`config.mk`:
```
export PLATFORM = sky130hd
export DESIGN_NAME = wb_req_queue_flat
export DESIGN_NICKNAME = d
export VERILOG_FILES = /design/src/rtl/wb_req_queue_pkg.sv /design/src/rtl/wb_req_queue_if.sv /design/src/rtl/wb_req_queue.sv /design/src/flat_wrapper.sv
export SDC_FILE = /design/constraint.sdc
export NUM_CORES = 1
export LEC_CHECK = 0
export CAP_MARGIN = 40
export CORE_ASPECT_RATIO = 0.75
export CORE_MARGIN = 4
export CORE_UTILIZATION = 40
export CTS_BUF_LIST = sky130_fd_sc_hd__clkbuf_16
export DETAILED_ROUTE_END_ITERATION = 16
export MAX_ROUTING_LAYER = met4
export PLACE_DENSITY = 0.59
export SYNTH_ARGS = -nofsm -noshare
export SYNTH_HDL_FRONTEND = slang
export SYNTH_SLANG_ARGS = --single-unit
```
`constraint.sdc`:
```
create_clock -name clk -period 2.8 [get_ports clk]
set_input_delay 0.42 -clock clk [delete_from_list [all_inputs] [get_ports clk]]
set_output_delay 0.42 -clock clk [all_outputs]
set_load 0.1 [all_outputs]
```
`src/rtl/wb_req_queue_pkg.sv`:
```
// Shared types for the writeback request queue: result fields, the
// buffered entry layout, and a width helper for occupancy counters.
package wb_req_queue_pkg;

  typedef logic [4:0]  VRegIdx_t;
  typedef logic [5:0]  RsvID_t;
  typedef logic [63:0] Vector_t;

  typedef struct packed {
    VRegIdx_t vreg;
    RsvID_t   rid;
    Vector_t  data;
  } WbEntry_t;

  // Counter width able to hold every occupancy value 0..depth inclusive.
  function automatic int unsigned cnt_w(input int unsigned depth);
    return $clog2(depth + 1);
  endfunction

endpackage

```
`src/rtl/wb_req_queue_if.sv`:
```
// Execution-unit push side, writeback request side and status of one
// writeback request channel queue.
interface wb_req_queue_if
  import wb_req_queue_pkg::*;
#(
  parameter int unsigned DEPTH = 4
);

  logic                      inValid;
  logic                      inReady;
  VRegIdx_t                  inVRegIdx;
  RsvID_t                    inRID;
  Vector_t                   inDataVec;

  logic                      req;
  VRegIdx_t                  reqVRegIdx;
  RsvID_t                    reqRID;
  Vector_t                   reqDataVec;
  logic                      stall;

  logic                      almostFull;
  logic [cnt_w(DEPTH)-1:0]   count;

  // Queue side
  modport slave (
    input  inValid, inVRegIdx, inRID, inDataVec, stall,
    output inReady, req, reqVRegIdx, reqRID, reqDataVec, almostFull, count
  );

  // Producer / writeback side
  modport master (
    output inValid, inVRegIdx, inRID, inDataVec, stall,
    input  inReady, req, reqVRegIdx, reqRID, reqDataVec, almostFull, count
  );

endinterface

```
`src/rtl/wb_req_queue.sv`:
```
// Per-channel result FIFO between an execution unit and the writeback
// arbiter. Oldest entry is presented as the request; it retires on any
// cycle the request is not stalled. No empty bypass.
module wb_req_queue
  import wb_req_queue_pkg::*;
#(
  parameter int unsigned DEPTH     = 4,
  parameter int unsigned AF_THRESH = DEPTH - 1
) (
  input  logic          clk,
  input  logic          rst,
  wb_req_queue_if.slave bus
);

  localparam int unsigned PTR_W = $clog2(DEPTH);
  localparam int unsigned CNT_W = cnt_w(DEPTH);

  typedef logic [PTR_W-1:0] ptr_t;
  typedef logic [CNT_W-1:0] cnt_t;

  localparam ptr_t LAST_PTR = ptr_t'(DEPTH - 1);
  localparam cnt_t FULL_CNT = cnt_t'(DEPTH);
  localparam cnt_t AF_CNT   = cnt_t'(AF_THRESH);

  WbEntry_t mem [DEPTH];
  ptr_t     wr_ptr;
  ptr_t     rd_ptr;
  cnt_t     count_q;

  logic     in_ready;
  logic     has_entry;
  logic     push;
  logic     pop;
  WbEntry_t head;

  // Explicit wrap so non-power-of-two depths index only valid slots.
  function automatic ptr_t ptr_next(input ptr_t p);
    return (p == LAST_PTR) ? '0 : p + ptr_t'(1);
  endfunction

  // Handshake qualification from registered occupancy only
  always_comb begin
    in_ready  = (count_q != FULL_CNT);
    has_entry = (count_q != '0);
    push      = bus.inValid && in_ready && !rst;
    pop       = has_entry && !bus.stall;
  end

  // Entry storage write; contents are intentionally not reset
  always_ff @(posedge clk) begin
    if (push) begin
      mem[wr_ptr] <= '{vreg: bus.inVRegIdx, rid: bus.inRID, data: bus.inDataVec};
    end
  end

  // Pointer and occupancy update
  always_ff @(posedge clk) begin
    if (rst) begin
      wr_ptr  <= '0;
      rd_ptr  <= '0;
      count_q <= '0;
    end else begin
      if (push) wr_ptr <= ptr_next(wr_ptr);
      if (pop)  rd_ptr <= ptr_next(rd_ptr);
      case ({push, pop})
        2'b10:   count_q <= count_q + cnt_t'(1);
        2'b01:   count_q <= count_q - cnt_t'(1);
        default: count_q <= count_q;
      endcase
    end
  end

  // Head presentation and status outputs
  always_comb begin
    head           = mem[rd_ptr];
    bus.inReady    = in_ready;
    bus.req        = has_entry;
    bus.reqVRegIdx = head.vreg;
    bus.reqRID     = head.rid;
    bus.reqDataVec = head.data;
    bus.almostFull = (count_q >= AF_CNT);
    bus.count      = count_q;
  end

endmodule

```
`src/flat_wrapper.sv`:
```
// flat-port wrapper written by rule: the top's interface ports become plain ports
module wb_req_queue_flat import wb_req_queue_pkg::*;
#(
  parameter int unsigned DEPTH     = 4,
  parameter int unsigned AF_THRESH = DEPTH - 1
)
  (clk, rst, bus_inValid, bus_inVRegIdx, bus_inRID, bus_inDataVec, bus_stall, bus_inReady, bus_req, bus_reqVRegIdx, bus_reqRID, bus_reqDataVec, bus_almostFull, bus_count);
  wb_req_queue_if #(.DEPTH(DEPTH)) bus_i ();
  input  logic clk;
  input  logic rst;
  input wire logic [$bits(bus_i.inValid)-1:0] bus_inValid;
  input wire logic [$bits(bus_i.inVRegIdx)-1:0] bus_inVRegIdx;
  input wire logic [$bits(bus_i.inRID)-1:0] bus_inRID;
  input wire logic [$bits(bus_i.inDataVec)-1:0] bus_inDataVec;
  input wire logic [$bits(bus_i.stall)-1:0] bus_stall;
  output wire logic [$bits(bus_i.inReady)-1:0] bus_inReady;
  output wire logic [$bits(bus_i.req)-1:0] bus_req;
  output wire logic [$bits(bus_i.reqVRegIdx)-1:0] bus_reqVRegIdx;
  output wire logic [$bits(bus_i.reqRID)-1:0] bus_reqRID;
  output wire logic [$bits(bus_i.reqDataVec)-1:0] bus_reqDataVec;
  output wire logic [$bits(bus_i.almostFull)-1:0] bus_almostFull;
  output wire logic [$bits(bus_i.count)-1:0] bus_count;
  assign bus_i.inValid = bus_inValid;
  assign bus_i.inVRegIdx = bus_inVRegIdx;
  assign bus_i.inRID = bus_inRID;
  assign bus_i.inDataVec = bus_inDataVec;
  assign bus_i.stall = bus_stall;
  assign bus_inReady = bus_i.inReady;
  assign bus_req = bus_i.req;
  assign bus_reqVRegIdx = bus_i.reqVRegIdx;
  assign bus_reqRID = bus_i.reqRID;
  assign bus_reqDataVec = bus_i.reqDataVec;
  assign bus_almostFull = bus_i.almostFull;
  assign bus_count = bus_i.count;
  wb_req_queue #(.DEPTH(DEPTH), .AF_THRESH(AF_THRESH)) u_core (.clk(clk), .rst(rst), .bus(bus_i));
endmodule
```
==> results of run 1 <==
==> worst max-delay path: cells and delay by family, from the launching register on <==
kind	cells	cell delay, ns
multiplexers	1	0.38
flip-flops	1	0.53
buffers and inverters	2	0.62
==> registers in the layout, indices dropped and copies added, names as in the netlist, named ones only <==
name and cells:
u_core.mem 300, u_core.bus.count 3, u_core.rd_ptr 2, u_core.wr_ptr 2
==> routing by layer <==
layer / track usage (%) / wire length (microns)
met1: 19.93 / 9664
met2: 23.77 / 11070
met3: 3.748 / 1353
met4: 2.472 / 320
met5: - / 0
==> where the power goes <==
| group | internal [mW] | switching (mW) |
|---|---|---|
| Sequential | 5.36 | 0.100 |
| Clock | 2.44 | 1.58 |
| Combinational | 1.80 | 3.84 |
| Total | 9.60 | 5.52 |
==> layout by cell type, fill, tap and decap left out, types with 3 or more instances in the layout <==
cell             count
edfxtp_1           300
nor2_1               6
clkdlybuf4s50_1     78
clkbuf_16           31
dfxtp_1              4
and2_4               4
clkinv_1            10
mux4_2              75
o21ai_0              3
a21oi_1              5
ha_1                 5
inv_1               12
clkinv_2             3
dfxtp_4              3
buf_4               42
buf_12              53
bufinv_16            5
==> cells by family after synthesis <==
family                   count (synthesis)  share of synthesized area (%)
AO/OA/AOI/OAI                           10                         0.5206
XOR/XNOR                                 2                         0.1551
multiplexers                            76                          15.09
flip-flops                             309                          81.36
buffers and inverters                   25                          1.152
adder cells (fa/ha/maj)                  7                         0.8419
AND/OR/NAND/NOR                         16                         0.8863
==> worst paths after layout <==
path                             from                  end  slack [ns]
hold / removal      bus_inDataVec[22]    u_core.mem[2][22]        0.51
hold reg to reg      u_core.rd_ptr[1]             register        0.51
setup / recovery             register   bus_reqDataVec[36]        0.28
setup reg to reg  u_core.bus.count[2]  u_core.bus.count[2]        0.42
==> final cells by class <==
type,instances,area [sq um],area share (%)
inverter,7,26.28,0.1768
multi-input combinational,111,1996,13.43
sequential,309,9203,61.91
clock inverter,25,229.0,1.540
clock buffer,31,775.7,5.219
timing repair buffer,173,2157,14.51
antenna,2,5.005,0.03367
tap,378,473.0,3.182
==> qor.yml, run 1 <==
area_growth_syn_to_layout_pct: 31.61
placed_cells: 978
route.vias.total: 5209
ff2ff_path_depth: 9
wl_per_cell_microns: 21.63
synth_top_area_cell: "edfxtp_1"
cpPeakStageDelay_ns: 0.53
final_cell_count_no_fill: 1036
criticalPathCategory: "register to primary output"
cts_root_buf: "clkbuf_16"
grt_pass1_wl_microns: 34640
vias_per_cell: 5.028
synth_area_sq_um: 11290
clock_tree.buffer_depth: 3
grt_overflow_total: 0
avgSynthCellArea_sq_um: 25.38
cp_cell_sequence: "buf_4, mux4_2, buf_4"
drt-pass1-iter-count: 4
setup_total_negative_slack_ns: 0
finalWeightedCongestion: 0.6917
place_worst_setup_slack_ns: 0.2829
fin_worst_skew_ns: 0.01625
number_of_clock_buffers_inserted_by_tritoncts: 30
worstHoldPathType: "primary input to register"
seq_area_frac_synth_pct: 81.36
synth_enable_flop_cells: 300
cp_data_required_time_ns: 2.38
timing.max_cap.violations: 0
via_count_of_the_first_global_routing_pass: 5767
synth.net_count: 531
synthArstFlopShare_pct: 0
slowest_cell_on_the_critical_path: "dfxtp_4"
fraction_of_final_layout_cells_sized_beyond_drive_strength_1_pct: 34.60
grt_setup_unrepaired: "no"
postSynthRegisterBits: 309
timing.critical_path.to_type: "primary output"
tightestPinTransition_ns: 0.4552
worst_ir_drop_vdd_v: 0.0006562
slew_violations: 0
final_util_pct: 54.27
most_frequently_used_cell_type_in_the_post_synthesis_netlist: "edfxtp_1"
floorplan.core_area_sq_um: 27390
io_buffers: 159
synthesis.instances: 445
synth_commonest_cells: "edfxtp_1, mux4_2, dfxtp_1"
initial_util_pct: 41.23
post_cts_setup_buffers: 0
layout.cell_area.non_filler_sq_um: 14860
start_kind: "register"
critical_path.most_common_cell: "buf_4"
report.final.setup_viol: 0
cts_hold_buffers: 0
antenna_violating_nets_post_route: 0
antenna_found_initial: 2
post_synth_num_cell_types: 25
clk-insertion-delay-late_ns: 0.54
hold_slack_ns: 0.5069
timing_hold_violations_final: 0
num-nets-final: 718
first_iter_violations: 280
pin_count_of_the_biggest_net_entering_global_routing: 40
placementRows: 52
cts_tree: "yes"
timing.critical_path.arrival_ns: 2.10
yosysTopAreaCellShare_pct: 79.76
fillCellCount: 2057
min_delay_path_depth: 1
clock_tree.htree_level_count: 1
final_period_util_pct: 90.03
overall_power_consumption_mw: 15.13
overall_routing_resource_usage_pct: 14.85
predominant_post_synthesis_flop_cell: "edfxtp_1"
path_clk_slew_ns: 0.06
crit_path_max_fanout: 21
final_critical_path_setup_slack_ns: 0.2792
place_hpwl_microns: 13890
layout_min_cycle_time_ns: 2.521
detail_route.wirelength_microns: 22410
relSlewSlack_pct: 69.42
leakagePower_nw: 4.847
dpl_cell_area_sq_um: 13850
status: "completed"
detail_route.drc_violations: 0
ys.warnings.count: 0
max_freq_mhz: 396.7
die_h_microns: 153.5
clock_sink_count: 309
io-pin-count: 160
post_synth_main_area_contributors: "edfxtp_1, mux4_2, dfxtp_1"
die_w_microns: 202.0
post_cts_resized: 0
p_per_area_nw_per_um2: 1018
die_area_sq_um: 31020
No activity file was read; power rests on OpenSTA's default activity.
==> inputs of run 2 (changes only) <==
--- a/config.mk
+++ b/config.mk
@@ -10,6 +10,7 @@
 export CORE_MARGIN = 4
 export CORE_UTILIZATION = 40
 export CTS_BUF_LIST = sky130_fd_sc_hd__clkbuf_16
+export CTS_CLUSTER_DIAMETER = 60
 export DETAILED_ROUTE_END_ITERATION = 16
 export MAX_ROUTING_LAYER = met4
 export PLACE_DENSITY = 0.59
==> results of run 2 <==
Final layout, timing and power as in run 1 (identical DEF).
